===== src/rtl/clk_period_meter_pkg.sv =====
// Shared definitions for the divided-clock period meter: FSM encoding and
// default widths.
package clk_period_meter_pkg;

  localparam int unsigned CW_DEFAULT          = 16;
  localparam int unsigned SYNC_STAGES_DEFAULT = 2;

  typedef enum logic [1:0] {
    IDLE = 2'd0,
    ARM  = 2'd1,
    MEAS = 2'd2
  } state_e;

endpackage


===== src/rtl/clk_period_meter_sync_edge.sv =====
// Synchronizer chain plus registered rise detect for an asynchronous level.
// Ports:
//   clk, rst_n : clock, async active-low clear
//   d_i        : asynchronous input level
//   qs_o       : synchronized level, delayed to line up with rise_o
//   rise_o     : one-cycle pulse for each 0->1 transition of the level
module clk_period_meter_sync_edge #(
  parameter int unsigned SYNC_STAGES = 2
) (
  input  logic clk,
  input  logic rst_n,
  input  logic d_i,
  output logic qs_o,
  output logic rise_o
);

  logic [SYNC_STAGES-1:0] sync_q;
  logic                   qs;
  logic                   qd_q;
  logic                   rise_q;

  assign qs = sync_q[SYNC_STAGES-1];

  // Sync chain, delayed copy and rise pulse; qd_q is the level in the same
  // cycle rise_q is asserted, so consumers see a consistent pair.
  always_ff @(posedge clk or negedge rst_n) begin
    if (!rst_n) begin
      sync_q <= '0;
      qd_q   <= 1'b0;
      rise_q <= 1'b0;
    end else begin
      sync_q <= {sync_q[SYNC_STAGES-2:0], d_i};
      qd_q   <= qs;
      rise_q <= qs & ~qd_q;
    end
  end

  assign qs_o   = qd_q;
  assign rise_o = rise_q;

endmodule


===== src/rtl/clk_period_meter.sv =====
// Measures period and high time of an asynchronous divided clock in CLK
// cycles, one result per input period.
// Ports:
//   CLK, CL : reference clock, async active-low clear
//   EN      : measurement enable (low returns to IDLE)
//   QIN     : divided clock under test (asynchronous)
//   PERIOD  : last complete period, rising edge to rising edge
//   HIGHT   : high-phase cycles within that period
//   VALID   : one-cycle pulse when PERIOD/HIGHT update
//   OVF     : sticky, period counter saturated before the next rise
//   BUSY    : FSM in ARM or MEAS
module clk_period_meter
  import clk_period_meter_pkg::*;
#(
  parameter int unsigned CW          = CW_DEFAULT,
  parameter int unsigned SYNC_STAGES = SYNC_STAGES_DEFAULT
) (
  input  logic          CLK,
  input  logic          CL,
  input  logic          EN,
  input  logic          QIN,
  output logic [CW-1:0] PERIOD,
  output logic [CW-1:0] HIGHT,
  output logic          VALID,
  output logic          OVF,
  output logic          BUSY
);

  localparam logic [CW-1:0] CNT_MAX = {CW{1'b1}};
  localparam logic [CW-1:0] CNT_ONE = CW'(1);

  logic          qs;
  logic          rise;

  state_e        state_q,  state_d;
  logic [CW-1:0] pcnt_q,   pcnt_d;
  logic [CW-1:0] hcnt_q,   hcnt_d;
  logic [CW-1:0] period_q, period_d;
  logic [CW-1:0] hight_q,  hight_d;
  logic          valid_q,  valid_d;
  logic          ovf_q,    ovf_d;
  logic          busy_q,   busy_d;

  clk_period_meter_sync_edge #(
    .SYNC_STAGES(SYNC_STAGES)
  ) u_sync_edge (
    .clk   (CLK),
    .rst_n (CL),
    .d_i   (QIN),
    .qs_o  (qs),
    .rise_o(rise)
  );

  // Next-state, counters and result update.
  always_comb begin
    state_d  = state_q;
    pcnt_d   = pcnt_q;
    hcnt_d   = hcnt_q;
    period_d = period_q;
    hight_d  = hight_q;
    valid_d  = 1'b0;
    ovf_d    = ovf_q;

    if (!EN) begin
      // Any partial measurement is dropped; results hold.
      state_d = IDLE;
      pcnt_d  = '0;
      hcnt_d  = '0;
    end else begin
      unique case (state_q)
        IDLE: begin
          state_d = ARM;
          pcnt_d  = '0;
          hcnt_d  = '0;
          ovf_d   = 1'b0;
        end
        ARM: begin
          if (rise) begin
            pcnt_d  = CNT_ONE;
            hcnt_d  = CNT_ONE;
            state_d = MEAS;
          end
        end
        MEAS: begin
          // A rise at the saturation point still yields a valid result.
          if (rise) begin
            period_d = pcnt_q;
            hight_d  = hcnt_q;
            valid_d  = 1'b1;
            pcnt_d   = CNT_ONE;
            hcnt_d   = CNT_ONE;
          end else if (pcnt_q == CNT_MAX) begin
            ovf_d   = 1'b1;
            pcnt_d  = '0;
            hcnt_d  = '0;
            state_d = ARM;
          end else begin
            pcnt_d = pcnt_q + CNT_ONE;
            if (qs) begin
              hcnt_d = hcnt_q + CNT_ONE;
            end
          end
        end
        default: begin
          state_d = IDLE;
          pcnt_d  = '0;
          hcnt_d  = '0;
        end
      endcase
    end

    busy_d = (state_d != IDLE);
  end

  // State and output registers.
  always_ff @(posedge CLK or negedge CL) begin
    if (!CL) begin
      state_q  <= IDLE;
      pcnt_q   <= '0;
      hcnt_q   <= '0;
      period_q <= '0;
      hight_q  <= '0;
      valid_q  <= 1'b0;
      ovf_q    <= 1'b0;
      busy_q   <= 1'b0;
    end else begin
      state_q  <= state_d;
      pcnt_q   <= pcnt_d;
      hcnt_q   <= hcnt_d;
      period_q <= period_d;
      hight_q  <= hight_d;
      valid_q  <= valid_d;
      ovf_q    <= ovf_d;
      busy_q   <= busy_d;
    end
  end

  assign PERIOD = period_q;
  assign HIGHT  = hight_q;
  assign VALID  = valid_q;
  assign OVF    = ovf_q;
  assign BUSY   = busy_q;

endmodule


===== config.mk =====
export PLATFORM = sky130hd
export DESIGN_NAME = clk_period_meter
export DESIGN_NICKNAME = d
export VERILOG_FILES = /design/src/rtl/clk_period_meter_pkg.sv /design/src/rtl/clk_period_meter_sync_edge.sv /design/src/rtl/clk_period_meter.sv
export SDC_FILE = /design/constraint.sdc
export NUM_CORES = 1
export LEC_CHECK = 0
export ABC_CLOCK_PERIOD_IN_PS = 3200
export BUFFER_PORTS_ARGS = -buffer_cell sky130_fd_sc_hd__buf_2
export CAP_MARGIN = 40
export CORE_ASPECT_RATIO = 1.5
export CORE_UTILIZATION = 50
export DETAILED_ROUTE_END_ITERATION = 16
export MAX_ROUTING_LAYER = met4
export PLACE_DENSITY = 0.7
export SLEW_MARGIN = 20
export SYNTH_ARGS = -nofsm -noshare
export SYNTH_HDL_FRONTEND = slang
export SYNTH_SLANG_ARGS = --single-unit
export TNS_END_PERCENT = 30

===== constraint.sdc =====
create_clock -name CLK -period 3.2 [get_ports CLK]
set_input_delay 0.48 -clock CLK [delete_from_list [all_inputs] [get_ports CLK]]
set_output_delay 0.48 -clock CLK [all_outputs]
set_load 0.005 [all_outputs]

# Word level (Yosys, flattened, before mapping)
# Index checks and enable logic that the tools add are counted.
[word_totals] ff_bits=73 inputBits=4
[op_classes] addsub=2 eq_ne=7 muxes=21 n_bitwise=2 n_reduce_logical=6
[op_table] operator="16-bit two-way mux" count=8
[op_table] operator="16-bit one-hot mux with 2 select lines" count=2
[op_table] operator="16-bit by 1-bit adder with 16-bit output, second input constant" count=2
[op_table] operator="16-bit equality test, second input constant" count=1
[op_table] operator="2-bit two-way mux" count=4
[op_table] operator="2-bit one-hot mux with 3 select lines" count=1
[op_table] operator="1-bit two-way mux" count=5
[op_table] operator="5-bit by 3-bit != test with 1-bit output, second input constant" count=1
[op_table] operator="2-bit != test, second input constant" count=2
[op_table] operator="4-bit AND reduction" count=1
[op_table] operator="2-bit nonzero test" count=2
[op_table] operator="3-bit by 2-bit != test with 1-bit output, second input constant" count=1
[op_table] operator="3-bit AND reduction" count=1
[op_table] operator="2-bit by 1-bit equality test with 1-bit output, second input constant" count=1
[op_table] operator="2-bit equality test, second input constant" count=1
[op_table] operator="2-bit logical NOT" count=1
[op_table] operator="1-bit one-hot mux with 2 select lines" count=1
[op_table] operator="2-bit AND reduction" count=1
[op_table] operator="1-bit AND" count=1
[op_table] operator="1-bit NOT" count=1

# Longest topological paths before layout
[depth] ltp_word=6 depth_mapped=10

# Cells and area by module
# From an unflattened synthesis, not the netlist that was laid out.
[unflattened] hier_cells=308 area_unflattened_um2=3352.0
[by_module_without_submodules] mod="clk_period_meter" instances=1 cells_each=303 area_per_inst_um2=3238.1 seq_area_each_um2=1726.7
[by_module_without_submodules] mod="clk_period_meter_sync_edge" instances=1 cells_each=5 area_per_inst_um2=113.9 seq_area_each_um2=100.1

# Worst setup path before layout
# No wires, ideal clock.
[synth_timing] path_kind="register -> register" startpoint="register state_q[1]" endpoint="register hcnt_q[9]" setup_ps=69 arrival_time_ps=2358 setup_slack_ps=773 path_stages_with_launch=11 n_path_buf=3 period_less_slack_ps=2427 path_cell_list="dfrtp_1 > inv_1 > ha_1 > buf_2 > and3b_1 > buf_6 > or4_1 > buf_2 > or2_0 > or4_1 > nand3_1"
[synth_between] elab_chain_len=3 word_cells_on_any_way=7 classes_between="eq/ne: 4; mux: 2; reduce/logical: 1"
[synth_lines] element="from (decl)" line_no="clk_period_meter.sv:35" rtl="state_e state_q, state_d;"
[synth_lines] element="from (signal assigned)" line_no="clk_period_meter.sv:127" rtl="state_q <= state_d;"
[synth_lines] element="2-bit equality test / 2-bit by 1-bit equality test with 1-bit output (equally long branches)" line_no="clk_period_meter.sv:70" rtl="unique case (state_q)"
[synth_lines] element="5-bit by 3-bit != test with 1-bit output (no source line), or another cell as far along"
[synth_lines] element="2-bit AND reduction (no source line) / 16-bit two-way mux (equally long branches)"
[synth_lines] element="to (signal assigned)" line_no="clk_period_meter.sv:129" rtl="hcnt_q <= hcnt_d;"
[synth_lines] element="to (decl)" line_no="clk_period_meter.sv:37" rtl="logic [CW-1:0] hcnt_q, hcnt_d;"
# Several ways; a longest one is shown, not always the timed one.
# A chain may end at the register's enable or synchronous reset.

# Worst setup path in the final report
[layout_timing] startpoint="register pcnt_q[0]" endpoint="register hcnt_q[5]"
[layout_between] elab_chain_len=5 word_cells_on_any_way=7 classes_between="eq/ne: 2; mux: 4; reduce/logical: 1"
[layout_lines] element="from (decl)" line_no="clk_period_meter.sv:36" rtl="logic [CW-1:0] pcnt_q, pcnt_d;"
[layout_lines] element="from (signal assigned)" line_no="clk_period_meter.sv:128" rtl="pcnt_q <= pcnt_d;"
[layout_lines] element="16-bit equality test *" line_no="clk_period_meter.sv:92" rtl="end else if (pcnt_q == CNT_MAX) begin"
[layout_lines] element="16-bit two-way mux" line_no="clk_period_meter.sv:92"
[layout_lines] element="16-bit two-way mux" line_no="clk_period_meter.sv:86" rtl="if (rise) begin"
[layout_lines] element="16-bit one-hot mux with 2 select lines" line_no="clk_period_meter.sv:70"
[layout_lines] element="16-bit two-way mux" line_no="clk_period_meter.sv:64" rtl="if (!EN) begin"
# Mark *: on every way between the ends. The rest lies on a longest branch, timed or not.

==> summary.log <==
[run_status] outcome completed
[power_and_ir_drop] Max rail drop VDD 0.0003630 V
[sta] time the worst path needs with I/O delays and setup 2458 ps
[power_and_ir_drop] relative contribution of the clock network to total power 0.374
[floorplanning] effective utilization at floorplan 0.5211
[setup_path] cell type of the slowest stage on the worst timing path sky130_fd_sc_hd__dfrtp_1
[sta] remaining max-slew budget at the tightest pin 0.4660
[cts] number of setup buffers added after CTS 0
[power_and_ir_drop] part of the power in registers 0.573
[route] vias per cell 5.855
[route] Routed wire per std cell 15.65 um
[sta] number of endpoints failing setup at the final stage 0
[synth] Async S/R FF share, synth 1.000
[sta] setup repair after global routing missed its margin no
[synth] most numerous cell in the Yosys netlist sky130_fd_sc_hd__dfrtp_1
[cts] CTS Hold Bufs 0
[sta] post-route clock skew 8.833 ps
[grt] global-route wire length before repair 11630 um
[synth] fraction of the mapped netlist area in adder cells 0.02191
[final_layout] total inserted antenna cells 0
[floorplanning] die extent in y 103.4 um
[final_layout] area added between synthesis and finish 13.47%
[setup_path] critical path capture point type register
[route] routed vias 2582
[placement] number of buffers added on ports 38
[synth] top post-synthesis cells by count sky130_fd_sc_hd__dfrtp_1, sky130_fd_sc_hd__o21ai_0, sky130_fd_sc_hd__mux2_2
[power_and_ir_drop] Leak 1.848 nW
[synth] XOR/XNOR Fraction of Synth Area 0.01278
[synth] biggest area consumer among synthesized cells sky130_fd_sc_hd__dfrtp_1
[sta] worst-case hold slack 129.9 ps
[grt] vias in the first global route 2446
[grt] antenna violations before repair 0
[placement] area after detailed placement 0.003707 sq mm
[sta] Least-Margin Pin Slew 793.6 ps
[min_path] type of the tightest min-delay check input port to asynchronous set/reset pin
[cts] TritonCTS clock tree built
[placement] total half-perimeter wirelength after legalization and detailed placement 4858 um
[route] Detail Route Antenna Nets 0
[route] Total Wirelength 6903 um
[setup_path] CP max FO 12
[cts] H-tree depth 3
[grt] largest net degree at the start of global routing 42
[final_layout] share of cells above drive strength 1 0.2658
[route] count of TritonRoute iterations in the first routing pass 4
[power_and_ir_drop] Logic pwr share 0.052
[sta] number of pins with negative max-slew slack in the final report 0
[final_layout] final standard cell area without fillers 0.003889 sq mm
[cts] CTS clock-pin slew for the worst setup and hold paths 80 ps
[synth] proportion of netlist area held by the largest area contributor 0.5330
[synth] dominant cells by area after synthesis sky130_fd_sc_hd__dfrtp_1, sky130_fd_sc_hd__mux2_2, sky130_fd_sc_hd__o21ai_0
[power_and_ir_drop] power density over the cells 420.0 mW/mm^2
[sta] final hold violation count 0
[setup_path] worst path buffer plus inverter count 1
[cts] worst skew pair latency 350 ps
[grt] global-route usage over all layers 0.2150
[synth] number of register bits inferred by synthesis 73
[synth] Warnings, synthesis 0
[placement] global placer's final weighted congestion 0.8895
[floorplanning] die area 0.007196 sq mm
[synth] sequential share of the synthesized area 0.5330
[cts] count of clock tree sinks 73
[synth] number of different library cells in the post-synthesis netlist 47
[grt] leftover overflow at the end of global routing 0
[setup_path] WP data arrival 2690 ps
[setup_path] CP Launch Type register
[setup_path] CP Class register to register
[cts] maximum buffer depth of the clock tree 2
[sta] maximum clock frequency 0.4069 GHz
[setup_path] critical path, cell by cell ha_1 -> nand3_1 -> o41ai_4 -> buf_4 -> or2_1 -> nand3_2 -> o41ai_1
[floorplanning] row cnt 36
[synth] prevailing post-synth register cell sky130_fd_sc_hd__dfrtp_1
[flow_run] maximum capacitance violations 0
[setup_path] cell family contributing the most delay on the critical path simple AND/OR/NAND/NOR gates
[setup_path] largest incremental delay on the critical path 450 ps
[floorplanning] core footprint 0.006576 sq mm
[route] count of routing violations after the opening detailed-route iteration 200
[floorplanning] Die Span X 69.60 um
[synth] synthesized-area fraction occupied by and/or/nand/nor cells 0.1749
[synth] number of enable flip-flop cells after synthesis 0
[synth] largest family of logic cells by synthesized area simple AND/OR/NAND/NOR gates
[synth] total nets after synthesis 328
[synth] mux cell area share after synthesis 0.09529
[power_and_ir_drop] fraction of power spent switching nets 0.2348
[cts] post-cts sizing count 0
[sta] part of the cycle the worst path needs 0.7681
[synth] count of mapped cells out of synthesis 318
[route] number of DRC violations after detailed routing 0
[setup_path] worst endpoint required time 3430 ps
[power_and_ir_drop] sw power 0.0003835 W
[synth] compound-gate portion of the synthesized area 0.1296
[sta] final total negative setup slack 0 ps
[cts] number of buffers created by CTS 9
[final_layout] number of nets in the finished design 371
[power_and_ir_drop] internal power contribution 0.001250 W
[synth] average cell area after synthesis 10.78 sq um
[synth] Mapped Area 0.003427 sq mm
[cts] CTS root buffer sky130_fd_sc_hd__clkbuf_8
[floorplanning] num ports 39
## final timing paths
path | from | to | slack [ps] | cells after the start
setup / recovery | pcnt_q[0] | hcnt_q[5] | 740 | 7
hold / removal | CL | hcnt_q[7] | 130 | 2
setup reg to reg | pcnt_q[0] | hcnt_q[5] | 740 | 7
hold reg to reg | u_sync_edge.sync_q[0] | u_sync_edge.sync_q[1] | 370 | 0
max in group asynchronous | CL | pcnt_q[1] | 2850 | 2
min in group CLK | QIN | u_sync_edge.sync_q[0] | 240 | 1
## final cells by class
| cell class | instances | area [sq um] |
|---|---|---|
| clock buffer | 11 | 141.4 |
| clock inverter | 4 | 20.02 |
| multi-input combinational | 221 | 1489 |
| tap | 76 | 95.09 |
| fill | 560 | 2688 |
| inverter | 9 | 33.78 |
| sequential | 73 | 1827 |
| timing repair buffer | 47 | 282.8 |
## metrics by stage
stage	instances	utilization	total power, W	worst slack, ps
after floorplan	318	-	0.001000	772.8
after global placement	425	0.5637	0.001035	829.6
after detailed placement	425	0.5637	0.001038	746.9
after CTS	440	0.5883	0.001654	721.7
after global routing	441	0.5913	0.001708	521.7
final	441	0.5913	0.001633	742.2
## metal layers
metal / vias up / routed length [um] / GRT usage
met1: 1264 / 3229 / 0.2691
met2: 52 / 3275 / 0.3301
li1: 1251 / - / -
met5: - / 0 / -
met3: 15 / 223 / 0.03973
met4: 0 / 174 / 0.1240
## worst reg2reg max path: stages, from the launching register on
cell                      delay (ps)
sky130_fd_sc_hd__dfrtp_1         450
sky130_fd_sc_hd__ha_1            230
sky130_fd_sc_hd__nand3_1         270
sky130_fd_sc_hd__o41ai_4         380
sky130_fd_sc_hd__buf_4           230
sky130_fd_sc_hd__or2_1           280
sky130_fd_sc_hd__nand3_2         170
sky130_fd_sc_hd__o41ai_1         340
## power groups by stage
stage / combinational, W / clock [W] / sequential (W)
after detailed placement: 0.0000841 / 0 / 0.000954
final: 0.0000856 / 0.000611 / 0.000936
after global placement: 0.0000821 / 0 / 0.000953
after global routing: 0.0000978 / 0.000674 / 0.000936
after CTS: 0.0000844 / 0.000634 / 0.000936
after floorplan: 0.0000477 / 0 / 0.000953
## kinds of logic (layout without fill, tap and decap cells)
kind of cell	after synthesis	after routing
AO/OA/AOI/OAI	67	67
XOR/XNOR	5	5
adder cells (fa/ha/maj)	6	6
buffers and inverters	24	71
flip-flops	73	73
multiplexers	29	29
AND/OR/NAND/NOR	114	114
## cell usage in the layout, fill, tap and decap left out, types with 4 or more instances in the layout
cell	count
sky130_fd_sc_hd__nor4_1	7
sky130_fd_sc_hd__buf_4	7
sky130_fd_sc_hd__clkinv_2	4
sky130_fd_sc_hd__clkbuf_8	10
sky130_fd_sc_hd__o21ai_1	5
sky130_fd_sc_hd__and3_1	5
sky130_fd_sc_hd__nand3_1	20
sky130_fd_sc_hd__o31ai_1	7
sky130_fd_sc_hd__inv_1	9
sky130_fd_sc_hd__nor3_1	18
sky130_fd_sc_hd__nor2_1	20
sky130_fd_sc_hd__nand2_1	19
sky130_fd_sc_hd__dfrtp_1	73
sky130_fd_sc_hd__o41ai_1	4
sky130_fd_sc_hd__o21ai_0	31
sky130_fd_sc_hd__buf_2	38
sky130_fd_sc_hd__nand2b_1	5
sky130_fd_sc_hd__nand4_1	6
sky130_fd_sc_hd__mux2_2	29
sky130_fd_sc_hd__ha_1	6
## flip-flops by register name, indices dropped and copies added (netlist names), 2 cells and up
name / count
hcnt_q: 16
HIGHT: 16
pcnt_q: 16
u_sync_edge.sync_q: 2
state_q: 2
PERIOD: 16
Power figures use the tool's default switching activity.
